## src/rtl/lane_vrf_write_arbiter_pkg.sv

```systemverilog
`default_nettype none
// +----------------------------------------------------------------------------+
// | lane_vrf_write_arbiter_pkg                                                 |
// | Shared lane types: VRF write request payload and its field widths.        |
// | Revision: 1.0                                                              |
// +----------------------------------------------------------------------------+
package lane_vrf_write_arbiter_pkg;

  localparam int VD_W  = 5;
  localparam int OFF_W = 2;
  localparam int IDX_W = 3;

  // Same packing as the stage-3 write queue payload (47 bits).
  typedef struct packed {
    logic [VD_W-1:0]  vd;
    logic [OFF_W-1:0] offset;
    logic [3:0]       mask;
    logic [31:0]      data;
    logic             last;
    logic [IDX_W-1:0] instructionIndex;
  } vrf_write_req_t;

  function automatic logic is_null_beat(input vrf_write_req_t r);
    return (r.mask == 4'h0) && !r.last;
  endfunction

endpackage
`default_nettype wire

```

## src/rtl/lane_vrf_write_arbiter_rr_arbiter.sv

```systemverilog
`default_nettype none
// +----------------------------------------------------------------------------+
// | rr_arbiter                                                                 |
// | Combinational round-robin pick: first request at or after ptr, wrapping.  |
// | Revision: 1.0                                                              |
// +----------------------------------------------------------------------------+
module rr_arbiter #(
  parameter int N     = 4,
  parameter int PTR_W = $clog2(N)
) (
  input  logic [N-1:0]     req_i,
  input  logic [PTR_W-1:0] ptr_i,
  input  logic             en_i,
  output logic [N-1:0]     gnt_o,
  output logic [PTR_W-1:0] idx_o
);

  logic             w_found;
  logic [PTR_W-1:0] w_cand;

  always_comb begin
    gnt_o   = '0;
    idx_o   = '0;
    w_found = 1'b0;
    w_cand  = '0;
    for (int k = 0; k < N; k++) begin
      w_cand = PTR_W'((int'(ptr_i) + k) % N);
      if (en_i && !w_found && req_i[w_cand]) begin
        w_found       = 1'b1;
        gnt_o[w_cand] = 1'b1;
        idx_o         = w_cand;
      end
    end
  end

endmodule
`default_nettype wire

```

## src/rtl/lane_vrf_write_arbiter.sv

```systemverilog
`default_nettype none
// +----------------------------------------------------------------------------+
// | lane_vrf_write_arbiter                                                     |
// | Round-robin merge of stage-3 slot writes into one registered VRF port.    |
// | Revision: 1.0                                                              |
// +----------------------------------------------------------------------------+
module lane_vrf_write_arbiter
  import lane_vrf_write_arbiter_pkg::*;
#(
  parameter int SLOTS = 4,
  parameter int VD_W  = lane_vrf_write_arbiter_pkg::VD_W,
  parameter int OFF_W = lane_vrf_write_arbiter_pkg::OFF_W,
  parameter int IDX_W = lane_vrf_write_arbiter_pkg::IDX_W
) (
  input  logic                   clock,
  input  logic                   reset,
  input  logic [SLOTS-1:0]       in_valid,
  output logic [SLOTS-1:0]       in_ready,
  input  logic [SLOTS*VD_W-1:0]  in_bits_vd,
  input  logic [SLOTS*OFF_W-1:0] in_bits_offset,
  input  logic [SLOTS*4-1:0]     in_bits_mask,
  input  logic [SLOTS*32-1:0]    in_bits_data,
  input  logic [SLOTS-1:0]       in_bits_last,
  input  logic [SLOTS*IDX_W-1:0] in_bits_instructionIndex,
  output logic                   vrfWrite_valid,
  input  logic                   vrfWrite_ready,
  output logic [VD_W-1:0]        vrfWrite_bits_vd,
  output logic [OFF_W-1:0]       vrfWrite_bits_offset,
  output logic [3:0]             vrfWrite_bits_mask,
  output logic [31:0]            vrfWrite_bits_data,
  output logic                   vrfWrite_bits_last,
  output logic [IDX_W-1:0]       vrfWrite_bits_instructionIndex,
  output logic                   lastReport_valid,
  output logic [IDX_W-1:0]       lastReport_instructionIndex
);

  localparam int PTR_W = $clog2(SLOTS);

  vrf_write_req_t   w_req [SLOTS];
  vrf_write_req_t   w_sel;
  logic [SLOTS-1:0] w_gnt;
  logic [PTR_W-1:0] w_win;
  logic             w_free, w_fire, w_deq;

  vrf_write_req_t   out_q, out_d;
  logic             out_valid_q, out_valid_d;
  logic [PTR_W-1:0] ptr_q, ptr_d;
  logic             rep_valid_q, rep_valid_d;
  logic [IDX_W-1:0] rep_idx_q, rep_idx_d;

  for (genvar i = 0; i < SLOTS; i++) begin : g_slot
    assign w_req[i] = '{
      vd:               in_bits_vd[i*VD_W +: VD_W],
      offset:           in_bits_offset[i*OFF_W +: OFF_W],
      mask:             in_bits_mask[i*4 +: 4],
      data:             in_bits_data[i*32 +: 32],
      last:             in_bits_last[i],
      instructionIndex: in_bits_instructionIndex[i*IDX_W +: IDX_W]
    };
  end

  assign w_deq  = out_valid_q && vrfWrite_ready;
  assign w_free = !out_valid_q || vrfWrite_ready;

  rr_arbiter #(.N(SLOTS), .PTR_W(PTR_W)) u_rr (
    .req_i (in_valid),
    .ptr_i (ptr_q),
    .en_i  (w_free && !reset),
    .gnt_o (w_gnt),
    .idx_o (w_win)
  );

  assign in_ready = w_gnt;
  assign w_fire   = |w_gnt;
  assign w_sel    = w_req[w_win];

  always_comb begin
    out_d       = out_q;
    out_valid_d = out_valid_q;
    ptr_d       = ptr_q;
    rep_valid_d = w_deq && out_q.last;
    rep_idx_d   = (w_deq && out_q.last) ? out_q.instructionIndex : rep_idx_q;
    if (w_deq) begin
      out_valid_d = 1'b0;
    end
    if (w_fire) begin
      ptr_d = (w_win == PTR_W'(SLOTS - 1)) ? '0 : w_win + 1'b1;
      // Null beats are consumed without occupying the output register.
      if (!is_null_beat(w_sel)) begin
        out_valid_d = 1'b1;
        out_d       = w_sel;
      end
    end
  end

  always_ff @(posedge clock) begin
    if (reset) begin
      out_q       <= '0;
      out_valid_q <= 1'b0;
      ptr_q       <= '0;
      rep_valid_q <= 1'b0;
      rep_idx_q   <= '0;
    end else begin
      out_q       <= out_d;
      out_valid_q <= out_valid_d;
      ptr_q       <= ptr_d;
      rep_valid_q <= rep_valid_d;
      rep_idx_q   <= rep_idx_d;
    end
  end

  assign vrfWrite_valid                 = out_valid_q;
  assign vrfWrite_bits_vd               = out_q.vd;
  assign vrfWrite_bits_offset           = out_q.offset;
  assign vrfWrite_bits_mask             = out_q.mask;
  assign vrfWrite_bits_data             = out_q.data;
  assign vrfWrite_bits_last             = out_q.last;
  assign vrfWrite_bits_instructionIndex = out_q.instructionIndex;
  assign lastReport_valid               = rep_valid_q;
  assign lastReport_instructionIndex    = rep_idx_q;

endmodule
`default_nettype wire

```

## config.mk

```make
export PLATFORM = sky130hd
export DESIGN_NAME = lane_vrf_write_arbiter
export DESIGN_NICKNAME = d
export VERILOG_FILES = /design/src/rtl/lane_vrf_write_arbiter_pkg.sv /design/src/rtl/lane_vrf_write_arbiter_rr_arbiter.sv /design/src/rtl/lane_vrf_write_arbiter.sv
export SDC_FILE = /design/constraint.sdc
export NUM_CORES = 1
export LEC_CHECK = 0
export ABC_AREA = 0
export CAP_MARGIN = 20
export CORE_ASPECT_RATIO = 0.5
export CORE_MARGIN = 2
export CORE_UTILIZATION = 35
export CTS_CLUSTER_SIZE = 8
export DETAILED_ROUTE_END_ITERATION = 12
export PLACE_DENSITY = 0.78
export SLEW_MARGIN = 30
export SYNTH_ARGS = -nofsm -noshare
export SYNTH_HDL_FRONTEND = slang
export SYNTH_SLANG_ARGS = --single-unit
```

## constraint.sdc

```tcl
create_clock -name clock -period 4 [get_ports clock]
set_clock_uncertainty 0.15 [all_clocks]
set_input_delay 0.8 -clock clock [delete_from_list [all_inputs] [get_ports clock]]
set_output_delay 0.8 -clock clock [all_outputs]
set_load 0.02 [all_outputs]
```

# Yosys cells after proc, flatten, opt, wreduce, memory -nomap -nowiden
# Cells that the tools add are included.
# totals
regBits,54
latchBits,0
ram_bits,0
mem_bits_ro,0
in_bits,195
output_inout_bits,56
word_cells,88
mem_count,0
# op_classes
n_addsub,4
multipliers,0
n_div,0
n_lt_le_gt_ge,9
eq_ne,1
shifts,0
muxes,34
bitwise,5
reduce_logical,25
# ops
op,n
binary-select mux 47 bit (select 2 bit),1
2-to-1 mux 47 bit,2
2-to-1 mux 4 bit,4
logical AND 1 bit,15
2-to-1 mux 1 bit,14
"less-than comparator 2 x 3 -> 1 bit, second input constant",4
bitwise OR 4 bit,3
2-to-1 mux 2 bit,5
binary-select mux 1 bit (select 2 bit),4
demux 1 bit (select 2 bit),4
">= comparator 2 x 1 -> 1 bit, second input constant",4
zero test 1 bit,6
"adder 2 x 1 -> 2 bit, second input constant",2
"adder 2 bit, second input constant",2
zero test 4 bit,1
OR reduction 4 bit,1
">= comparator 3 bit, second input constant",1
NOT 2 -> 3 bit,1
"== test 2 bit, second input constant",1
AND reduction 2 bit,1
logical OR 1 bit,1
NOT 1 bit,1

# Depth between registers and ports, before layout
# logic_depth
word_depth,25
ltp_mapped,15

# Modules after synthesis
# From an unflattened synthesis, not the netlist that was laid out.
# unflattened
hier_cells,475
area_unflattened_um2,4659.5
# by_module_without_submodules
mod,instances,cells_each,area_per_inst_um2
lane_vrf_write_arbiter,1,404,4022.6
rr_arbiter,1,71,636.9

# Worst setup path after synthesis
# OpenSTA, ideal clock, no wires.
# synth_path
path_kind,register to register
from,reg ptr_q[0]
to,"reg out_q, in the netlist vrfWrite_bits_last"
arrival_time_ps,3944
path_slack_ps,-211
path_stages_with_launch,15
n_path_buf,4
period_less_slack_ps,4211
cell_sequence,dfxtp_1 clkbuf_1 inv_1 ha_1 buf_6 mux4_2 or4_1 buf_2 or4b_2 o211ai_1 mux2_4 o31a_1 buf_6 nor2_1 a32o_1
# synth_between
elab_chain_len,24
elab_cells_between_ends,65
classes_between,add/sub: 3; order compare: 8; mux: 30; bitwise: 5; reduce/logical: 19
# synth_rtl
element,line,text
start: declaration,lane_vrf_write_arbiter.sv:47,"logic [PTR_W-1:0] ptr_q, ptr_d;"
start signal: assignment,lane_vrf_write_arbiter.sv:106,ptr_q <= ptr_d;
binary-select mux 1 bit (select 2 bit),lane_vrf_write_arbiter_rr_arbiter.sv:28,if (en_i && !w_found && req_i[w_cand]) begin
2-to-1 mux 1 bit (not written as such),lane_vrf_write_arbiter_rr_arbiter.sv:28,
logical AND 1 bit,lane_vrf_write_arbiter_rr_arbiter.sv:28,
2-to-1 mux 1 bit,lane_vrf_write_arbiter_rr_arbiter.sv:28,
zero test 1 bit,lane_vrf_write_arbiter_rr_arbiter.sv:28,
logical AND 1 bit (2 in series),lane_vrf_write_arbiter_rr_arbiter.sv:28,
2-to-1 mux 1 bit,lane_vrf_write_arbiter_rr_arbiter.sv:28,
zero test 1 bit,lane_vrf_write_arbiter_rr_arbiter.sv:28,
[... 6 more ...],n/a,
2-to-1 mux 2 bit,lane_vrf_write_arbiter_rr_arbiter.sv:28,
NOT 2 -> 3 bit (not written as such),lane_vrf_write_arbiter.sv:75,assign w_sel = w_req[w_win];
binary-select mux 47 bit (select 2 bit),lane_vrf_write_arbiter.sv:75,
2-to-1 mux 47 bit (not written as such) (2 in series),lane_vrf_write_arbiter.sv:75,
zero test 4 bit / zero test 1 bit (equally long branches),lane_vrf_write_arbiter_pkg.sv:24,return (r.mask == 4'h0) && !r.last;
logical AND 1 bit,lane_vrf_write_arbiter_pkg.sv:24,
NOT 1 bit (no source line),n/a,
AND reduction 2 bit (no source line),n/a,
end signal: assignment,lane_vrf_write_arbiter.sv:104,out_q <= out_d;
end: declaration,lane_vrf_write_arbiter.sv:45,"vrf_write_req_t out_q, out_d;"
# Parallel ways exist; a longest one is shown, timed or not. The select of a mux whose other input is x is not followed.
# A chain may end at the register's enable or synchronous reset.

# Worst setup path in the final report
# layout_path
from,in in_valid[0]
to,"reg out_q, in the netlist vrfWrite_bits_instructionIndex[0]"
# layout_between
elab_chain_len,24
elab_cells_between_ends,42
classes_between,mux: 22; bitwise: 5; reduce/logical: 15
# layout_rtl
element,line,text
start: declaration,lane_vrf_write_arbiter.sv:17,"input logic [SLOTS-1:0] in_valid,"
binary-select mux 1 bit (select 2 bit),lane_vrf_write_arbiter_rr_arbiter.sv:28,
2-to-1 mux 1 bit (not written as such),lane_vrf_write_arbiter_rr_arbiter.sv:28,
logical AND 1 bit,lane_vrf_write_arbiter_rr_arbiter.sv:28,
2-to-1 mux 1 bit,lane_vrf_write_arbiter_rr_arbiter.sv:28,
zero test 1 bit,lane_vrf_write_arbiter_rr_arbiter.sv:28,
logical AND 1 bit (2 in series),lane_vrf_write_arbiter_rr_arbiter.sv:28,
2-to-1 mux 1 bit,lane_vrf_write_arbiter_rr_arbiter.sv:28,
zero test 1 bit,lane_vrf_write_arbiter_rr_arbiter.sv:28,
[... 6 more ...],n/a,
2-to-1 mux 2 bit,lane_vrf_write_arbiter_rr_arbiter.sv:28,
NOT 2 -> 3 bit (not written as such),lane_vrf_write_arbiter.sv:75,
binary-select mux 47 bit (select 2 bit),lane_vrf_write_arbiter.sv:75,
2-to-1 mux 47 bit (not written as such) (2 in series),lane_vrf_write_arbiter.sv:75,
zero test 4 bit / zero test 1 bit (equally long branches),lane_vrf_write_arbiter_pkg.sv:24,
logical AND 1 bit,lane_vrf_write_arbiter_pkg.sv:24,
NOT 1 bit (no source line),n/a,
AND reduction 2 bit (no source line),n/a,
# Parallel ways exist; a longest one is shown, timed or not. The select of a mux whose other input is x is not followed.

==> metrics.md <==
| Metric | Value |
|---|---|
| Status | `complete, no violations` |
| Synth unique cells | `44` |
| Starting Density | `0.361` |
| Register area share after synthesis | `0.251` |
| Die Y | `82.4 um` |
| Critical path's top delay family | `simple AND/OR/NAND/NOR gates` |
| TritonRoute pass-1 iters | `4` |
| CTS tree | `yes` |
| Switching share of power | `0.461` |
| Num Clock Sinks | `54` |
| Sequence of cells on the critical path | `clkdlybuf4s50_1, mux4_2, or4_4, or4b_2, o211ai_1, mux2_4, o31a_4, buf_12, nand3_1, a21oi_1` |
| CP arrival | `3960 ps` |
| Layout Area Growth over Synthesis | `69.2%` |
| Clk pwr share | `0.087` |
| Crit start category | `input port` |
| Max stage delay on crit path | `630 ps` |
| Crit Path Max Fanout | `21` |
| Iteration-0 DRC Markers | `211` |
| Die W | `161 um` |
| Hold slack | `304 ps` |
| Static leakage | `3.21 nW` |
| Die area | `13200 um^2` |
| Total CTS buffers | `5` |
| Port bufs | `250` |
| Dpl cell area | `7100 um^2` |
| CTS Hold Buffers Added | `0` |
| CP Capture Type | `flip-flop` |
| Worst Slack Setup Final | `106 ps` |
| Root Buffer | `clkbuf_16` |
| Clk_lat worst skew | `290 ps` |
| Share of cells above drive strength 1 | `0.158` |
| Worst min-delay path class | `reg -> reg` |
| Clk pin slew, worst setup/hold paths | `70 ps` |
| Worst path slowest cell | `or4b_2` |
| Largest net degree at the start of global routing | `85` |
| Postcts setup bufs | `0` |
| Crit path kind | `in -> reg` |
| Finished Cell Area | `7270 um^2` |
| Maxcap violations | `0` |
| Final setup fails | `0` |
| Switching power | `2.32 mW` |
| Total congestion overflow | `0` |
| First-pass GRT wire length | `23400 um` |
| Leading area contributor after synthesis | `dfxtp_1` |
| Final worst path period need | `3890 ps` |
| RSZ-0062 raised after global routing | `false` |
| Headroom to the max-slew limit | `0.521` |
| Drc violations | `0` |
| Yosys top cell area share | `0.251` |
| DR vias | `4629` |
| Placer Congestion | `0.858` |
| H-tree depth | `2` |
| Tcrit/Tclk final | `0.973` |
| Power Internal | `2.71 mW` |
| Final-stage net count | `967` |
| Total Wirelength | `15400 um` |
| CP required | `4060 ps` |
| Asr flop ratio synth | `0` |
| Mapped Nets | `721` |
| Row Count | `28` |
| GRT Overall Usage | `0.222` |
| Worst-Margin Slew | `718 ps` |
| Initial antenna violation count | `0` |
| Final ANT Viol Nets | `0` |
| Sequential power share | `0.188` |
| Diode count | `0` |
| Longest Clk Path Bufs | `2` |
| Post-synth EDFFs | `0` |
| Cell area after synthesis | `4300 um^2` |
| Ys flop type | `dfxtp_1` |
| Syn_area_per_cell | `8.27 um^2` |
| Fin Setup TNS | `0 ps` |
| Endpoints failing hold | `0` |
| Logic pwr share | `0.725` |
| Place WS | `-331 ps` |
| Ports | `251` |
| PnR Total Power | `5.02 mW` |
| Max-slew violations | `0` |
| Flops & latches, synth | `54` |
| Synthesis Warnings | `0` |
| WL/cell | `16.5 um` |
| Pwr per Cell Area | `691 nW/um^2` |
| Core Box Area | `11900 um^2` |
| DR vias/cell | `4.97` |
| Post-synthesis cell count | `520` |
| Fmax | `0.257 GHz` |
| HPWL Detailed | `12100 um` |
| Largest cells by area after synthesis | `dfxtp_1 25%, mux2i_1 24%, nand2_1 13%` |
| Vias in the first global route | `4542` |
| CP bufs+invs | `2` |
| Worst VDD drop | `472 uV` |
kinds of logic after synthesis:
family | count (synthesis) | share of synthesized area
simple gates | 231 | 0.278
mux | 107 | 0.260
compound gates | 74 | 0.133
flops | 54 | 0.251
buf+inv | 47 | 0.0579
fa+ha+maj | 6 | 0.0175
xor+xnor | 1 | 0.00204
final cells by class:
class / count / area, um^2
multi-input combinational: 419 / 3000
clock inverter: 3 / 21.3
sequential: 54 / 1080
fill: 1090 / 4640
clock buffer: 5 / 125
timing repair buffer: 279 / 2810
inverter: 7 / 26.3
tap: 165 / 206
final timing paths:
kind	startpoint	end	slack, ps	cells after the start
worst min-delay path	vrfWrite_bits_mask[0]	vrfWrite_bits_mask[0]	300	2
worst max register to register	ptr_q[0]	vrfWrite_bits_instructionIndex[0]	270	11
worst max-delay path	in_valid[0]	vrfWrite_bits_instructionIndex[0]	110	10
worst min register to register	vrfWrite_bits_mask[0]	vrfWrite_bits_mask[0]	300	2
cell usage in the layout (no fill, tap or decap), types with 3 or more instances in the layout:
cell and count:
clkdlybuf4s50_1 245, nand2_1 146, mux2i_1 101, dfxtp_1 53
nand3_2 39, a21oi_2 28, buf_4 22, a21oi_1 17
nor2_1 15, inv_1 7, o21ai_0 7, and2_1 6
nand3_1 6, ha_1 6, clkbuf_16 6, buf_12 5
a2bb2oi_1 4, a32o_1 4, dlygate4sd2_1 4, mux4_2 3
a211oi_1 3
timing repair:
action / 4_1_cts / 5_1_grt
gates cloned: 0 / 1
hold endpoints to repair: 0 / 0
setup endpoints to repair: 31 / 7
resized for setup: 5 / 1
layer usage:
layer  track usage  wire length [um]
met1         0.265              6610
met2         0.432              8110
met3        0.0375               481
met4        0.0384               201
met5             0                 0
tightest hold or removal path, delay by kind of cell (launching register included):
family	cells	cell delay, ps
flip-flops	1	310
AND/OR/NAND/NOR	1	50
AO/OA/AOI/OAI	1	50
synth_stat cells, drive strengths merged (2+ instances only):
master and number:
mux2i 101, a32oi 2, clkbuf 26, a21oi 45, nor4 2, a2bb2oi 4
and2 6, nor2b 2, or4b 2, nand2b 2, mux2 3, a32o 4
inv 7, mux4 3, ha 6, nor3 3, nand2 146, a211oi 3
or4 3, o211ai 2, o21ai 7, dfxtp 54, buf 14, nor2 16
nand3 46
metrics by stage:
step,util,instances
after floorplan,-,520
after global placement,0.593,922
after detailed placement,0.596,923
after CTS,0.608,931
after global routing,0.611,932
final,0.611,932
registers in the layout (all words and copies together) (netlist names):
register and cells:
vrfWrite_bits_data 32, lastReport_instructionIndex 3, vrfWrite_bits_vd 5, ptr_q 2, lastReport_valid 1, vrfWrite_bits_instructionIndex 3, vrfWrite_bits_offset 2, vrfWrite_bits_mask 4
vrfWrite_bits_last 1, vrfWrite_valid 1
power groups by stage:
| stage | combinational, mW | sequential, mW | clock [mW] |
|---|---|---|---|
| 6_report | 3.64 | 0.944 | 0.439 |
| 5_1_grt | 3.89 | 0.981 | 0.472 |
| 4_1_cts | 3.56 | 0.945 | 0.449 |
| 3_5_place_dp | 3.56 | 0.952 | 0 |
| 3_3_place_gp | 3.48 | 0.941 | 0 |
| 2_1_floorplan | 2.00 | 1.25 | 0 |
Power figures use the tool's default switching activity.
